$ cat src/rtl/lc3_pkg.sv
// lc3_pkg: shared definitions for the LC-3 memory access block.
//  - Default memory-mapped I/O register addresses (KBSR/KBDR/DSR/DDR).
//  - Default external-access timeout.
//  - State encoding of the memory access FSM.
package lc3_pkg;

  localparam logic [15:0] KBSR_ADDR = 16'hFE00;
  localparam logic [15:0] KBDR_ADDR = 16'hFE02;
  localparam logic [15:0] DSR_ADDR  = 16'hFE04;
  localparam logic [15:0] DDR_ADDR  = 16'hFE06;

  localparam int TIMEOUT_DEFAULT = 64;

  // IDLE : waiting for mio_en, MAR/MDR loadable
  // START: r_w latched, MAR decoded, MMIO accesses complete here
  // EXT  : external request outstanding, timeout counter running
  // DONE : mem_r pulse
  typedef enum logic [1:0] {
    IDLE  = 2'd0,
    START = 2'd1,
    EXT   = 2'd2,
    DONE  = 2'd3
  } mem_state_t;

endpackage

$ cat src/rtl/lc3_mmio_regs.sv
// lc3_mmio_regs: keyboard and display device registers.
//  Ports:
//   clk, reset      clock, asynchronous active-high reset
//   addr            current MAR value, decoded against the four register addresses
//   wdata           low byte of MDR, the character written to DDR
//   rd, wr          one-cycle access strobes (only asserted on a decode hit)
//   hit             addr matches one of the four registers
//   rdata           read value for the addressed register
//   kb_valid/kb_data    keystroke input
//   disp_valid/disp_data  one-cycle character strobe to the display
//   disp_ack        display consumed the character
module lc3_mmio_regs
  import lc3_pkg::*;
#(
  parameter logic [15:0] KBSR_A = KBSR_ADDR,
  parameter logic [15:0] KBDR_A = KBDR_ADDR,
  parameter logic [15:0] DSR_A  = DSR_ADDR,
  parameter logic [15:0] DDR_A  = DDR_ADDR
) (
  input  logic        clk,
  input  logic        reset,
  input  logic [15:0] addr,
  input  logic [7:0]  wdata,
  input  logic        rd,
  input  logic        wr,
  output logic        hit,
  output logic [15:0] rdata,
  input  logic        kb_valid,
  input  logic [7:0]  kb_data,
  output logic        disp_valid,
  output logic [7:0]  disp_data,
  input  logic        disp_ack
);

  logic       kbsr_rdy;
  logic [7:0] kbdr;
  logic       dsr_rdy;

  logic sel_kbsr, sel_kbdr, sel_dsr, sel_ddr;
  logic rd_kbdr, wr_ddr;

  // Full 16-bit compares: no aliasing of nearby addresses.
  assign sel_kbsr = (addr == KBSR_A);
  assign sel_kbdr = (addr == KBDR_A);
  assign sel_dsr  = (addr == DSR_A);
  assign sel_ddr  = (addr == DDR_A);
  assign hit      = sel_kbsr | sel_kbdr | sel_dsr | sel_ddr;

  assign rd_kbdr = rd & sel_kbdr;
  assign wr_ddr  = wr & sel_ddr;

  always_comb begin
    rdata = 16'h0000;
    if (sel_kbsr)      rdata = {kbsr_rdy, 15'b0};
    else if (sel_kbdr) rdata = {8'b0, kbdr};
    else if (sel_dsr)  rdata = {dsr_rdy, 15'b0};
  end

  // Keyboard side. A new keystroke in the same cycle as a KBDR read wins:
  // the read returns the old byte, and the ready flag stays set.
  always_ff @(posedge clk or posedge reset) begin
    if (reset) begin
      kbsr_rdy <= 1'b0;
      kbdr     <= 8'h00;
    end else if (kb_valid) begin
      kbsr_rdy <= 1'b1;
      kbdr     <= kb_data;
    end else if (rd_kbdr) begin
      kbsr_rdy <= 1'b0;
    end
  end

  // Display side. A DDR write in the same cycle as disp_ack wins (busy).
  always_ff @(posedge clk or posedge reset) begin
    if (reset) begin
      dsr_rdy    <= 1'b1;
      disp_valid <= 1'b0;
      disp_data  <= 8'h00;
    end else begin
      disp_valid <= wr_ddr;
      if (wr_ddr) begin
        disp_data <= wdata;
        dsr_rdy   <= 1'b0;
      end else if (disp_ack) begin
        dsr_rdy <= 1'b1;
      end
    end
  end

endmodule

$ cat src/rtl/lc3_mem_access.sv
// lc3_mem_access: memory-side responder for the LC-3 MAR/MDR interface.
//  Holds MAR and MDR, runs one read or write per mio_en request and returns
//  a one-cycle mem_r. Addresses of the four MMIO registers are serviced by
//  lc3_mmio_regs; everything else goes out on a req/ack memory port with a
//  timeout that aborts the access and sets a sticky bus_err.
//  Ports:
//   clk, reset                 clock, asynchronous active-high reset
//   bus_in, ld_mar, ld_mdr     datapath bus and register loads (IDLE only)
//   mio_en, r_w                access request and direction (1 = write)
//   mdr_out, mem_r, bus_err    MDR contents, completion pulse, timeout flag
//   mem_addr/mem_wdata/mem_req/mem_we, mem_rdata/mem_ack   external memory port
//   kb_valid/kb_data           keystroke input
//   disp_valid/disp_data/disp_ack  display output
//   state                      current FSM state (observability)
//  Handshakes: mem_req is held, with mem_addr/mem_we/mem_wdata stable, until
//  the first cycle mem_ack is seen high; that cycle completes the transfer and
//  mem_rdata is captured with it. mio_en is held by the requester until mem_r.
module lc3_mem_access
  import lc3_pkg::*;
#(
  parameter int          TIMEOUT = TIMEOUT_DEFAULT,
  parameter logic [15:0] KBSR_A  = KBSR_ADDR,
  parameter logic [15:0] KBDR_A  = KBDR_ADDR,
  parameter logic [15:0] DSR_A   = DSR_ADDR,
  parameter logic [15:0] DDR_A   = DDR_ADDR
) (
  input  logic        clk,
  input  logic        reset,
  input  logic [15:0] bus_in,
  input  logic        ld_mar,
  input  logic        ld_mdr,
  input  logic        mio_en,
  input  logic        r_w,
  output logic [15:0] mdr_out,
  output logic        mem_r,
  output logic        bus_err,
  output logic [15:0] mem_addr,
  output logic [15:0] mem_wdata,
  output logic        mem_req,
  output logic        mem_we,
  input  logic [15:0] mem_rdata,
  input  logic        mem_ack,
  input  logic        kb_valid,
  input  logic [7:0]  kb_data,
  output logic        disp_valid,
  output logic [7:0]  disp_data,
  input  logic        disp_ack,
  output mem_state_t  state
);

  localparam int              CW       = $clog2(TIMEOUT + 1);
  localparam logic [CW-1:0]   CNT_LAST = CW'(TIMEOUT - 1);

  mem_state_t    state_q, state_d;
  logic [15:0]   mar, mdr;
  logic          we_q;
  logic          err_q;
  logic [CW-1:0] cnt;

  logic          mmio_hit;
  logic [15:0]   mmio_rdata;
  logic          mmio_go;
  logic          timed_out;

  assign mmio_go   = (state_q == START) && mmio_hit;
  // Last EXT cycle without an ack: the request has been up TIMEOUT cycles.
  assign timed_out = (state_q == EXT) && !mem_ack && (cnt == CNT_LAST);

  lc3_mmio_regs #(
    .KBSR_A (KBSR_A),
    .KBDR_A (KBDR_A),
    .DSR_A  (DSR_A),
    .DDR_A  (DDR_A)
  ) u_mmio (
    .clk        (clk),
    .reset      (reset),
    .addr       (mar),
    .wdata      (mdr[7:0]),
    .rd         (mmio_go & ~we_q),
    .wr         (mmio_go & we_q),
    .hit        (mmio_hit),
    .rdata      (mmio_rdata),
    .kb_valid   (kb_valid),
    .kb_data    (kb_data),
    .disp_valid (disp_valid),
    .disp_data  (disp_data),
    .disp_ack   (disp_ack)
  );

  always_comb begin
    state_d = state_q;
    case (state_q)
      IDLE:  if (mio_en) state_d = START;
      START: state_d = mmio_hit ? DONE : EXT;
      EXT:   if (mem_ack || timed_out) state_d = DONE;
      DONE:  state_d = IDLE;
      default: state_d = IDLE;
    endcase
  end

  always_ff @(posedge clk or posedge reset) begin
    if (reset) state_q <= IDLE;
    else       state_q <= state_d;
  end

  always_ff @(posedge clk or posedge reset) begin
    if (reset) begin
      mar   <= 16'h0000;
      mdr   <= 16'h0000;
      we_q  <= 1'b0;
      err_q <= 1'b0;
      cnt   <= '0;
    end else begin
      case (state_q)
        IDLE: begin
          if (ld_mar) mar <= bus_in;
          if (ld_mdr) mdr <= bus_in;
          if (mio_en) we_q <= r_w;
        end
        START: begin
          cnt <= '0;
          if (mmio_hit && !we_q) mdr <= mmio_rdata;
        end
        EXT: begin
          if (mem_ack) begin
            if (!we_q) mdr <= mem_rdata;
          end else if (timed_out) begin
            err_q <= 1'b1;
            if (!we_q) mdr <= 16'h0000;
          end else begin
            cnt <= cnt + 1'b1;
          end
        end
        default: ;
      endcase
    end
  end

  // Request is a decode of the state register, so an asynchronous reset
  // drops it immediately.
  assign mem_req   = (state_q == EXT);
  assign mem_we    = mem_req & we_q;
  assign mem_addr  = mar;
  assign mem_wdata = mdr;
  assign mem_r     = (state_q == DONE);
  assign mdr_out   = mdr;
  assign bus_err   = err_q;
  assign state     = state_q;

endmodule

$ cat config.mk
export PLATFORM = sky130hd
export DESIGN_NAME = lc3_mem_access
export DESIGN_NICKNAME = d
export VERILOG_FILES = /design/src/rtl/lc3_pkg.sv /design/src/rtl/lc3_mmio_regs.sv /design/src/rtl/lc3_mem_access.sv
export SDC_FILE = /design/constraint.sdc
export NUM_CORES = 1
export LEC_CHECK = 0
export CORE_UTILIZATION = 40
export CTS_CLUSTER_SIZE = 16
export DETAILED_ROUTE_END_ITERATION = 16
export GPL_TIMING_DRIVEN = 0
export HOLD_SLACK_MARGIN = 0.05
export PLACE_DENSITY = 0.73
export SLEW_MARGIN = 20
export SYNTH_ARGS = -nofsm -noshare
export SYNTH_HDL_FRONTEND = slang
export SYNTH_SLANG_ARGS = --single-unit
$ cat constraint.sdc
create_clock -name clk -period 2.63 [get_ports clk]
set_input_delay 0.526 -clock clk [delete_from_list [all_inputs] [get_ports clk]]
set_output_delay 0.526 -clock clk [all_outputs]
set_load 0.1 [all_outputs]
==> flow_summary.toml, run 1 <==
[floorplan]
die_height_um = 89.8
ios = 112
die_x_um = 89.8
fp.dieArea_mm2 = 0.00807
start_util = 0.419
core_area_mm2 = 0.00737
rows = 31

[synthesis]
synth_cell_type_count = 44
ys.flop_type = "dfrtp_1"
syn_nets = 335
synth_seq_area_share = 0.503
syn_avg_cell_area_um2 = 11.0
synth-edff-count = 0
yosysTopAreaCell = "dfrtp_1"
synth_area_leaders = "dfrtp_1 49%, mux2_2 14%, buf_4 3.9%, o21ai_0 2.8%, nand3_1 2.6%"
ys_ff_latch = 62
ys_warn_count = 0
synth_top_area_frac = 0.495
syn_inst = 280
synthArstFlopShare = 1.00
netlist_area_mm2 = 0.00308

[setup_path]
critPathArrivalTime_ns = 2.01
reg2reg_from = "state[1]"
critPathLaunchType = "register"
timing.reg2reg.setup_slack_ns = 0.23
rr_worst_depth = 6
critPathCaptureType = "primary output"
cp.required_ns = 2.10
critPathLaunch = "state[0]"
r2r-end = "u_mmio.disp_data[1]"
critPathKind = "reg2out"
cp-endpoint = "mem_req"
path_max_fanout = 9

[cts]
cts_buffers = 9
clk_pin_slew_ns = 0.07
post_cts_buffers = 0
cts_sinks = 62
hold_buffers = 0
clockRootBuffer = "clkbuf_8"
clk_path_buf_depth = 2
clkLatencyLatePin_ns = 0.34
ctsHtreeMaxLevel = 3
cts_tree = "done"

[timing]
fmax_ghz = 0.394
fin_ws_ns = 0.0946
final_max_slew_viol_count = 0
hold_viol = 0
rsz0062_at_grt = "no"
skew_ns = 0.00812
tightest_slew_ns = 1.01
final-setup-viol-count = 0
setup-tns-final_ns = 0
finalCriticalPeriod_ns = 2.54
max_slew_margin = 0.327
fin_crit_sh = 0.964
holdWs_ns = 0.477

[grt]
groute.usage.overall = 0.204
grt_pass1_vias = 2524
antenna_found_initial = 0
grt-ovfl-total = 0
grt_max_degree = 46
busiest_layer = "met2"
grtUsageMet3 = 0.0406
grt_pass1_wl_um = 13000
grt_use_met2 = 0.323
grt_use_met1 = 0.282

[routing]
wl_per_cell_um = 15.3
dr.pass1.iters = 4
remaining_drc_errors = 0
num_vias = 2525
drt_iter0_markers = 63
via_per_inst = 5.00
antenna_left = 0
routed_wl_um = 7740

[status]
status = "finished, final reports clean"

[placement]
gp_congestion = 0.789
dpl.hpwl_um = 5780
io_buffers = 110
dp_slack_ns = -0.585

[final_layout]
layout-drive-gt1-share = 0.222
syn_to_final_growth_pct = 48.7
num_antenna_cells = 0
fin_nets = 456

[min_path]
hold_path.class = "in2async"

[flow_run]
maxCapViolations = 0
## what timing repair did
item / 4_1_cts / 5_1_grt
hold endpoints to repair: 0 / 0
setup endpoints to repair: 3 / 6
gates resized for setup: 9 / 2
pin swaps: 0 / 0
## cells by family (layout without fill, tap and decap cells)
kind of cell | Yosys count | after routing | share of synthesized area
compound gates | 54 | 54 | 0.107
buf+inv | 44 | 170 | 0.0738
flops | 62 | 62 | 0.503
simple gates | 70 | 70 | 0.131
fa+ha+maj | 6 | 6 | 0.0243
mux | 44 | 44 | 0.161
## registers in the layout, indices dropped and copies added, names as in the netlist
register,cells
u_mmio.disp_data,8
cnt,7
state,2
bus_err,1
u_mmio.dsr_rdy,1
mdr_out,16
u_mmio.disp_valid,1
we_q,1
u_mmio.kbsr_rdy,1
mem_addr,16
u_mmio.kbdr,8
## metal layers
| metal | wire, µm | up-vias |
|---|---|---|
| met5 | 0 | - |
| met4 | 93 | 0 |
| met3 | 481 | 8 |
| met2 | 3650 | 80 |
| met1 | 3520 | 1227 |
| li1 | - | 1210 |
## worst min-delay path by stage
stage	cells past startpoint	from	slack, ns	to
2_1_floorplan	1	u_mmio.kbsr_rdy	0.45	u_mmio.kbsr_rdy
3_3_place_gp	1	u_mmio.kbsr_rdy	0.46	u_mmio.kbsr_rdy
3_5_place_dp	2	bus_err	0.47	bus_err
4_1_cts	2	reset	0.48	mdr_out[12]
5_1_grt	1	u_mmio.kbsr_rdy	0.50	u_mmio.kbsr_rdy
6_report	2	reset	0.48	mdr_out[12]
## layout make-up
class                   instances  area, µm²
clock buffers                  11        151
clock inverters                 5       81.3
multi-input cells             174       1320
flip-flops and latches         62       1560
fillers                       598       2780
repair buffers                111       1120
plain buffers                  28        170
well taps                      99        124
inverters                      15       58.8
## critical path, cell delays in order, from the launching register on
cell	delay, ns
dfrtp_2	0.44
inv_1	0.15
ha_4	0.21
dlygate4sd2_1	0.87
## cell usage in the layout, fill, tap and decap left out, drive strengths merged, types with 4 or more instances in the layout
cell type | Yosys | routed
buf | 19 | 21
o21ai | 26 | 26
inv | 15 | 15
clkdlybuf4s50 | 0 | 107
dfrtp | 61 | 61
nand3 | 17 | 17
nand2 | 20 | 20
clkbuf | 10 | 20
nor2b | 12 | 12
a21oi | 12 | 12
mux2 | 44 | 44
o41ai | 4 | 4
ha | 6 | 6
## Yosys cell counts (all sizes together), types with 2 or more instances
cell type / count
o41ai: 4
and2: 3
inv: 15
nor2b: 12
o221ai: 2
or3b: 2
o31ai: 3
o21ai: 26
clkbuf: 10
a21oi: 12
nand2: 20
dfrtp: 61
nor3: 2
mux2: 44
ha: 6
nor2: 3
or4: 2
buf: 19
nand3: 17
## metrics by stage
| stage | util | instances | cell area [µm²] |
|---|---|---|---|
| after floorplan | - | 280 | 3100 |
| after global placement | 0.587 | 489 | 4330 |
| after detailed placement | 0.592 | 490 | 4360 |
| after CTS | 0.623 | 506 | 4590 |
| after global routing | 0.622 | 505 | 4590 |
| final | 0.622 | 505 | 4590 |
Power of run 1 is left out: the tool's default activity adds up to more than one toggle a clock period on the data nets, which glitch-free logic cannot reach.
==> run 2, diff against run 1 <==
--- a/config.mk
+++ b/config.mk
@@ -11,6 +11,8 @@
 export GPL_TIMING_DRIVEN = 0
 export HOLD_SLACK_MARGIN = 0.05
 export PLACE_DENSITY = 0.73
+export SKIP_CTS_REPAIR_TIMING = 1
+export SKIP_LAST_GASP = 1
 export SLEW_MARGIN = 20
 export SYNTH_ARGS = -nofsm -noshare
 export SYNTH_HDL_FRONTEND = slang
==> flow_summary.toml, run 2 (synthesis gave the netlist of run 1 again) <==
[status]
status = "complete, but fails checks"
failed_checks = "setup timing"

[grt]
grt_max_degree = 46
grt_use_met1 = 0.282
grt-ovfl-total = 0
grt_use_met2 = 0.323
grt_pass1_wl_um = 13000
grtUsageMet3 = 0.0406
antenna_found_initial = 0
grt_pass1_vias = 2519
busiest_layer = "met2"
groute.usage.overall = 0.204

[timing]
rsz0062_at_grt = "yes"
finalCriticalPeriod_ns = 2.64
final-setup-viol-count = 1
hold_viol = 0
fin_crit_sh = 1.00
final_max_slew_viol_count = 0
fmax_ghz = 0.379
fin_ws_ns = -0.00919
tightest_slew_ns = 1.00
skew_ns = 0.00789
max_slew_margin = 0.328

[final_layout]
fin_nets = 457
syn_to_final_growth_pct = 49.3
layout_commonest_cell = "clkdlybuf4s50_1"
fin_util = 0.625
num_antenna_cells = 0
layout-drive-gt1-share = 0.226
layout_common_cells = "107 x clkdlybuf4s50_1, 59 x dfrtp_1, 38 x mux2_2"

[min_path]
hold_path.class = "in2async"

[cts]
clk_pin_slew_ns = 0.07
clockRootBuffer = "clkbuf_8"
cts_sinks = 62
clk_path_buf_depth = 2
cts_buffers = 9
clkLatencyLatePin_ns = 0.34
ctsHtreeMaxLevel = 3
cts_tree = "done"

[floorplan]
ios = 112
die_x_um = 89.8
rows = 31
start_util = 0.419
core_area_mm2 = 0.00737
die_height_um = 89.8
fp.dieArea_mm2 = 0.00807

[setup_path]
critPathArrivalTime_ns = 2.11
critPathKind = "reg2out"
cp.required_ns = 2.10
critPathLaunchType = "register"
critPathCaptureType = "primary output"
path_cells = "inv_1 -> ha_4 -> clkbuf_1 -> clkbuf_2 -> and2_4 -> clkbuf_4"
cpMaxStageDelayCell = "dfrtp_2"
crit_family = "buffers and inverters"
cpPeakStageDelay_ns = 0.44
worst-path-buf-inv = 4
path_max_fanout = 10

[placement]
gp_congestion = 0.789
io_buffers = 110
dpl.hpwl_um = 5780

[routing]
wl_per_cell_um = 15.3
via_per_inst = 5.02
dr.pass1.iters = 4
remaining_drc_errors = 0
antenna_left = 0
num_vias = 2542
drt_iter0_markers = 77
routed_wl_um = 7760

[flow_run]
maxCapViolations = 0
run 2: metrics by stage:
step | setup slack [ns] | cells | hold WS, ns | TNS, ns | instance area (µm²)
after floorplan | 0.0324 | 280 | 0.446 | 0 | 3100
after global placement | -0.770 | 489 | 0.461 | -35.69 | 4330
after detailed placement | -0.585 | 490 | 0.471 | -0.585 | 4360
after CTS | -0.959 | 506 | 0.478 | -1.15 | 4590
after global routing | -0.148 | 506 | 0.503 | -0.148 | 4610
final | -0.00919 | 506 | 0.478 | -0.00919 | 4610
run 2: worst reg2reg max path: stages (launching register included):
cell and delay (ns):
dfrtp_2 0.46, inv_1 0.12, ha_1 0.18, or3b_2 0.44, or4_4 0.47, nor2_8 0.24
mux2_2 0.37
run 2: path summary, 6_finish.rpt:
path                       startpoint                  end  slack [ns]  cells after the start
hold reg to reg               bus_err              bus_err        0.49                      2
setup reg to reg             state[1]  u_mmio.disp_data[1]        0.23                      6
setup / recovery             state[0]               mem_we      -0.009                      6
min in group clk              bus_err              bus_err        0.49                      2
hold / removal                  reset          mdr_out[12]        0.48                      2
max in group asynchronous       reset       u_mmio.dsr_rdy        1.60                      3
run 2: routing by layer:
metal	wire, µm	vias up
li1	-	1212
met1	3510	1238
met2	3690	84
met5	0	-
met4	93	0
met3	465	8
run 2: area by class of cell:
cell class                      instances  area (µm²)
Buffer                                 29         175
Clock buffer                           11         151
Clock inverter                          5        81.3
Fill cell                             596        2760
Inverter                               15        58.8
Multi-Input combinational cell        174        1330
Sequential cell                        62        1560
Tap cell                               99         124
Timing Repair Buffer                  111        1130
Power of run 2 is left out for the same reason.
==> run 3, diff against run 2 <==
--- a/config.mk
+++ b/config.mk
@@ -11,7 +11,6 @@
 export GPL_TIMING_DRIVEN = 0
 export HOLD_SLACK_MARGIN = 0.05
 export PLACE_DENSITY = 0.73
-export SKIP_CTS_REPAIR_TIMING = 1
 export SKIP_LAST_GASP = 1
 export SLEW_MARGIN = 20
 export SYNTH_ARGS = -nofsm -noshare
==> flow_summary.toml, run 3 (synthesis gave the netlist of run 1 again) <==
[timing]
final_max_slew_viol_count = 0
setup-tns-final_ns = 0
skew_ns = 0.00826
rsz0062_at_grt = "no"
max_slew_margin = 0.327
hold_viol = 0
fin_ws_ns = 0.0936
finalCriticalPeriod_ns = 2.54
fmax_ghz = 0.394
fin_crit_sh = 0.964
final-setup-viol-count = 0
tightest_slew_ns = 1.01

[flow_run]
maxCapViolations = 0

[setup_path]
cpPeakStageDelay_ns = 0.87
critPathCaptureType = "primary output"
critPathKind = "reg2out"
critPathLaunchType = "register"
critPathArrivalTime_ns = 2.01
cp.required_ns = 2.10
path_max_fanout = 9
cpMaxStageDelayCell = "dlygate4sd2_1"
path_cells = "inv_1 -> ha_4 -> dlygate4sd2_1"

[final_layout]
fin_nets = 456
final_area_mm2 = 0.00459
layout_commonest_cell = "clkdlybuf4s50_1"
layout_common_cells = "107 x clkdlybuf4s50_1, 59 x dfrtp_1, 38 x mux2_2"
layout-drive-gt1-share = 0.222
num_antenna_cells = 0
syn_to_final_growth_pct = 48.7

[routing]
via_per_inst = 5.01
drt_iter0_markers = 73
wl_per_cell_um = 15.3
remaining_drc_errors = 0
antenna_left = 0
num_vias = 2532
dr.pass1.iters = 4
routed_wl_um = 7730

[placement]
postPlaceCellArea_mm2 = 0.00436
io_buffers = 110
dpl.hpwl_um = 5780
dp_slack_ns = -0.585
gp_congestion = 0.789

[cts]
cts_buffers = 9
ctsHtreeMaxLevel = 3
cts_tree = "done"
clockRootBuffer = "clkbuf_8"
clk_path_buf_depth = 2
clk_pin_slew_ns = 0.07
cts_sinks = 62
hold_buffers = 0
clkLatencyLatePin_ns = 0.34

[floorplan]
start_util = 0.419
die_height_um = 89.8
rows = 31
fp.dieArea_mm2 = 0.00807
core_area_mm2 = 0.00737
ios = 112
die_x_um = 89.8

[grt]
grt-ovfl-total = 0
grt_pass1_vias = 2519
groute.usage.overall = 0.204
grt_pass1_wl_um = 13000
grt_max_degree = 46
antenna_found_initial = 0

[min_path]
hold_path.class = "in2async"

[status]
status = "finished, final reports clean"
## run 3: what timing repair did
| item | 4_1_cts | 5_1_grt |
|---|---|---|
| setup endpoints to repair | 3 | 5 |
| resized for setup | 8 | 4 |
| pin swaps | 0 | 0 |
| buffers inserted | 0 | 0 |
## run 3: metal layers
metal	wire length [µm]	global-route usage	share of wire	vias up
met5	0	0	0	-
met4	93	0.0656	0.012	0
met3	480	0.0406	0.062	8
met2	3650	0.323	0.47	82
met1	3510	0.282	0.45	1232
li1	-	-	-	1210
## run 3: cell type report
cell class                 count  area, µm²
inverter                      15       58.8
tap                           99        124
buffer                        28        170
clock inverter                 5       81.3
fill                         598       2780
clock buffer                  11        151
timing repair buffer         111       1120
sequential                    62       1560
multi-input combinational    174       1320
## run 3: worst paths after layout
| kind | from | to | slack [ns] | depth (start not counted) |
|---|---|---|---|---|
| max | state[0] | mem_req | 0.09 | 3 |
| min | reset | mdr_out[12] | 0.48 | 2 |
| max reg2reg | state[1] | u_mmio.disp_data[1] | 0.23 | 6 |
| min reg2reg | u_mmio.kbsr_rdy | u_mmio.kbsr_rdy | 0.49 | 1 |
| max in group asynchronous | reset | u_mmio.dsr_rdy | 1.60 | 3 |
| min in group clk | u_mmio.kbsr_rdy | u_mmio.kbsr_rdy | 0.49 | 1 |
## run 3: stage by stage
| stage | std cells | utilization | hold slack [ns] |
|---|---|---|---|
| floorplan | 280 | - | 0.446 |
| global route | 505 | 0.622 | 0.503 |
| finish | 505 | 0.622 | 0.477 |
| CTS | 506 | 0.622 | 0.478 |
| detailed placement | 490 | 0.592 | 0.471 |
| global placement | 489 | 0.587 | 0.461 |
## run 3: critical path: cells and delay by family, from the launching register on
family	cells	cell delay, ns
DFF	1	0.44
adders and majority gates	1	0.21
buffers and inverters	2	1.02
Power of run 3 is left out for the same reason.
==> RTL edit 1 (config.mk and constraints of run 2) <==
Set the package constant `TIMEOUT_DEFAULT` to 128 (it was 64).
--- a/src/rtl/lc3_pkg.sv
+++ b/src/rtl/lc3_pkg.sv
@@ -10,5 +10,5 @@
   localparam logic [15:0] DDR_ADDR  = 16'hFE06;
 
-  localparam int TIMEOUT_DEFAULT = 64;
+  localparam int TIMEOUT_DEFAULT = 128;
 
   // IDLE : waiting for mio_en, MAR/MDR loadable
Function: no difference found for any inputs over 10 cycles, from zero or initial values and one cycle with reset high; that may be too few to reach the edited logic, so the function may still have changed.
==> RTL edit 1 against run 2 <==
- the run still ends with negative setup slack left
- design area up 2.5%
- area after synthesis is 5.3% higher
- final cell count increased by 3.4%
- critical path depth shrank 1
- setup slack got worse by 53 ps
- sequential cell count increased by 1
- routed wire length grew 5.4%
- synthesized cell count rose by 5.0%
- core utilization shrank 2.0 points
- largest cell class unchanged
Power is left out: the tool's default activity adds up to more than one toggle a clock period on the data nets, which glitch-free logic cannot reach.
==> RTL edit 1: results (changes against run 2) <==
| Metric | Value |
|---|---|
| Status | complete, but fails checks (unchanged) |
| Failing checks | negative setup slack (unchanged) |
| Gr usage total | 0.2042 (was 0.2041) |
| Met1 Use GR | 0.2844 (was 0.2816) |
| DP Worst Slack | -383.8 ps (was -584.8 ps) |
| Clock skew | 10.57 ps (was 7.891 ps) |
| Final Setup Violations | 1 (unchanged) |
| Worst-Margin Slew | 993.8 ps (was 1005 ps) |
| Met3 Wirelength | 374 um (was 465 um) |
| First-pass GRT wire length | 13,300 um (was 13,000 um) |
| Mux contribution to synthesized area | 0.1657 (was 0.1606) |
| Global Route met3 Usage | 0.03151 (was 0.04061) |
| Post-DP HPWL | 6081 um (was 5781 um) |
| 1st-iter DRT viols | 116 (was 77) |
| Largest net degree at the start of global routing | 45 (was 46) |
| DR vias | 2,619 (was 2,542) |
| Distinct cells, synth | 48 (was 44) |
| GP Congestion | 0.8445 (was 0.7887) |
| Setup WS post-layout | -62.26 ps (was -9.194 ps) |
| Setup TNS | -62.26 ps (was -9.194 ps) |
| Metal2 WL | 3835 um (was 3689 um) |
| Placed Instance Area | 4526 um2 (was 4359 um2) |
| Most common library cells after synthesis | 62 x dfrtp_1, 34 x mux2_2, 26 x o21ai_0 (was 61 x dfrtp_1, 38 x mux2_2, 20 x nand2_1) |
| CP arrival | 2170 ps (was 2110 ps) |
| Routed vias/inst | 5.008 (was 5.024) |
| Syn Area/Cell | 11.04 um2 (was 11.02 um2) |
## RTL edit 1: worst max-delay path, cell delays in order, from the launching register on
cell      delay, ps
dfrtp_2         430
inv_1           170
ha_4            190
clkbuf_1        370
and2_4          210
clkbuf_2        440
## RTL edit 1: worst paths after layout
kind,start,to,slack [ps],cells past startpoint
min reg2reg,u_mmio.kbsr_rdy,u_mmio.kbsr_rdy,490,1
min,u_mmio.kbsr_rdy,u_mmio.kbsr_rdy,490,1
max in group asynchronous,reset,u_mmio.dsr_rdy,1570,3
max reg2reg,state[0],mdr_out[15],270,8
max,state[0],mem_we,-60,5
min in group asynchronous,reset,mdr_out[13],500,2
## RTL edit 1: layout make-up
class | instances | area, um2
inverter | 19 | 73.82
buffer | 29 | 186.4
clock buffer | 9 | 123.9
sequential | 63 | 1580
clock inverter | 7 | 72.57
tap | 102 | 127.6
fill | 668 | 3085
multi-input combinational | 183 | 1429
timing repair buffer | 111 | 1129
==> RTL edit 2 (config.mk and constraints of run 2) <==
Made on the original files. Reset style: synchronous (`reset`), changed in 4 clocked blocks. Comments in the files are not updated.
--- a/src/rtl/lc3_mmio_regs.sv
+++ b/src/rtl/lc3_mmio_regs.sv
@@ -59,5 +59,5 @@
   // Keyboard side. A new keystroke in the same cycle as a KBDR read wins:
   // the read returns the old byte, and the ready flag stays set.
-  always_ff @(posedge clk or posedge reset) begin
+  always_ff @(posedge clk) begin
     if (reset) begin
       kbsr_rdy <= 1'b0;
@@ -72,5 +72,5 @@
 
   // Display side. A DDR write in the same cycle as disp_ack wins (busy).
-  always_ff @(posedge clk or posedge reset) begin
+  always_ff @(posedge clk) begin
     if (reset) begin
       dsr_rdy    <= 1'b1;
--- a/src/rtl/lc3_mem_access.sv
+++ b/src/rtl/lc3_mem_access.sv
@@ -99,10 +99,10 @@
   end
 
-  always_ff @(posedge clk or posedge reset) begin
+  always_ff @(posedge clk) begin
     if (reset) state_q <= IDLE;
     else       state_q <= state_d;
   end
 
-  always_ff @(posedge clk or posedge reset) begin
+  always_ff @(posedge clk) begin
     if (reset) begin
       mar   <= 16'h0000;
Behaviour: differs if reset is asserted again (counterexample within 4 cycles, from zero or initial values and one cycle with reset high); with reset held inactive, the same outputs for 10 cycles.
==> RTL edit 2 against run 2 <==
- design area down 5.6%
- sequential share of layout area down 5.2 points
- final cell count up 7.9%
- global-route usage up 3.8 points
- sequential cell count unchanged
- die area down 6.1%
- routed wire length up 10%
- area after synthesis down 6.3%
- setup slack better by 75 ps
- core utilization up 0.82 points
- largest cell class is now multi-input combinational cells
Power is not shown: default switching activity piles up to over one toggle a cycle in this logic, so the estimate is an artifact.
==> RTL edit 2: results (changes against run 2) <==
| Metric | Value |
|---|---|
| Clock insertion delay at the later pin of the skew report | 330 ps |
| Routed len/inst | 15.71 um (was 15.34 um) |
| Clock transition at the registers of the reported paths | 70 ps (about the same) |
| DR vias | 2,780 (was 2,542) |
| Worst-case clock buffer depth | 2 (unchanged) |
| Fin nets | 501 (was 457) |
| Status | complete, no violations (was complete, but fails checks) |
| Net Count, Synth | 381 (was 335) |
| Initial antenna violation count | 0 (unchanged) |
| First-pass GRT wire length | 13,810 um (was 13,000 um) |
| GP Congestion | 0.8199 (was 0.7887) |
| DP Worst Slack | -261.8 ps (was -584.8 ps) |
| H-tree depth | 3 (unchanged) |
| Crit path max-delay cell type | clkdlybuf4s50_1 (was dfrtp_2) |
| Worst-Margin Slew | 1019 ps (was 1005 ps) |
| Crit-path max FO | 5 (was 10) |
| GRT overflow | 0 (unchanged) |
| Vias in the first global route | 2,688 (was 2,519) |
| Largest net degree at the start of global routing | 12 (was 46) |
| Layout cells sized above 1 | 0.1178 (was 0.2260) |
| Antenna cell count | 0 (unchanged) |
| HP Class | reg2reg (was in2async) |
| FILL cells | 596 (unchanged) |
| Post-synthesis sequential area ratio | 0.4294 (was 0.5034) |
| Largest stage delay on the critical path | 1130 ps (was 440 ps) |
| Clock skew | 7.749 ps (was 7.891 ps) |
| Distinct cells, synth | 42 (was 44) |
| Largest cells by area after synthesis | dfxtp_1 43%, mux2i_1 6.2%, nand2_1 5.3% (was dfrtp_1 49%, mux2_2 14%, buf_4 3.9%) |
| Ys async rst share | 0 (was 1.000) |
| Root Driver | clkbuf_8 (unchanged) |
| Routed Antenna Nets | 0 (unchanged) |
| YS warnings | 0 (unchanged) |
| 1st-iter DRT viols | 136 (was 77) |
| CP arrival | 2040 ps (was 2110 ps) |
| Gr usage total | 0.2417 (was 0.2041) |
| Synth Flop Type | dfxtp_1 (was dfrtp_1) |
| Post-DP HPWL | 6328 um (was 5781 um) |
| IO Port Bufs | 110 (unchanged) |
| TritonRoute pass-1 iters | 4 (unchanged) |
| Most common library cells after synthesis | 62 x dfxtp_1, 41 x nand2_1, 29 x nor2_1 (was 61 x dfrtp_1, 38 x mux2_2, 20 x nand2_1) |
| Number of CTS-inserted buffers | 9 (unchanged) |
[RTL edit 2: critical path, delay by kind of cell, from the launching register on]
kind | cells | cell delay (ps)
flops | 1 | 380
buf+inv | 1 | 1130
fa+ha+maj | 1 | 190
[RTL edit 2: cell families after synthesis]
| kind of cell | synth area share |
|---|---|
| muxes | 0.06234 |
| adders and majority gates | 0.02597 |
| buffers and inverters | 0.08095 |
| DFF | 0.4294 |
| xor gates and xnor gates | 0.01212 |
| AOI/OAI and AO/OA | 0.1597 |
| and+or+nand+nor | 0.2294 |
[RTL edit 2: layout make-up]
| type | instances | area (um2) | area share |
|---|---|---|---|
| Clock inverter | 6 | 87.58 | 0.02014 |
| Buffer | 35 | 197.7 | 0.04545 |
| Timing Repair Buffer | 110 | 1099 | 0.2526 |
| Clock buffer | 9 | 123.9 | 0.02848 |
| Tap cell | 96 | 120.1 | 0.02762 |
| Inverter | 9 | 33.78 | 0.007768 |
| Sequential cell | 62 | 1244 | 0.2860 |
| Multi-Input combinational cell | 219 | 1444 | 0.3320 |
[RTL edit 2: final timing paths]
kind / from / end / slack (ps) / cells past startpoint
worst max-delay path: state[1] / mem_r / 70 / 2
worst max register to register: mem_addr[4] / mdr_out[6] / 340 / 6
worst min-delay path: bus_err / bus_err / 450 / 2
worst min register to register: bus_err / bus_err / 450 / 2
[RTL edit 2: metrics by stage]
stage	instance area (um2)	std cells	hold WS [ps]
after detailed placement	4134	532	448.3
final	4349	546	449.7
after global placement	4134	532	439.9
after floorplan	2913	326	423.7
after global routing	4349	546	494.4
after CTS	4345	547	458.4
[RTL edit 2: layer usage]
layer  up-vias  global-route usage  share of wire
li1       1365                   -              -
met3        14             0.06540          0.075
met2       110              0.3930           0.47
met5         -                   0              0
met4         0              0.1106          0.023
met1      1291              0.2979           0.43
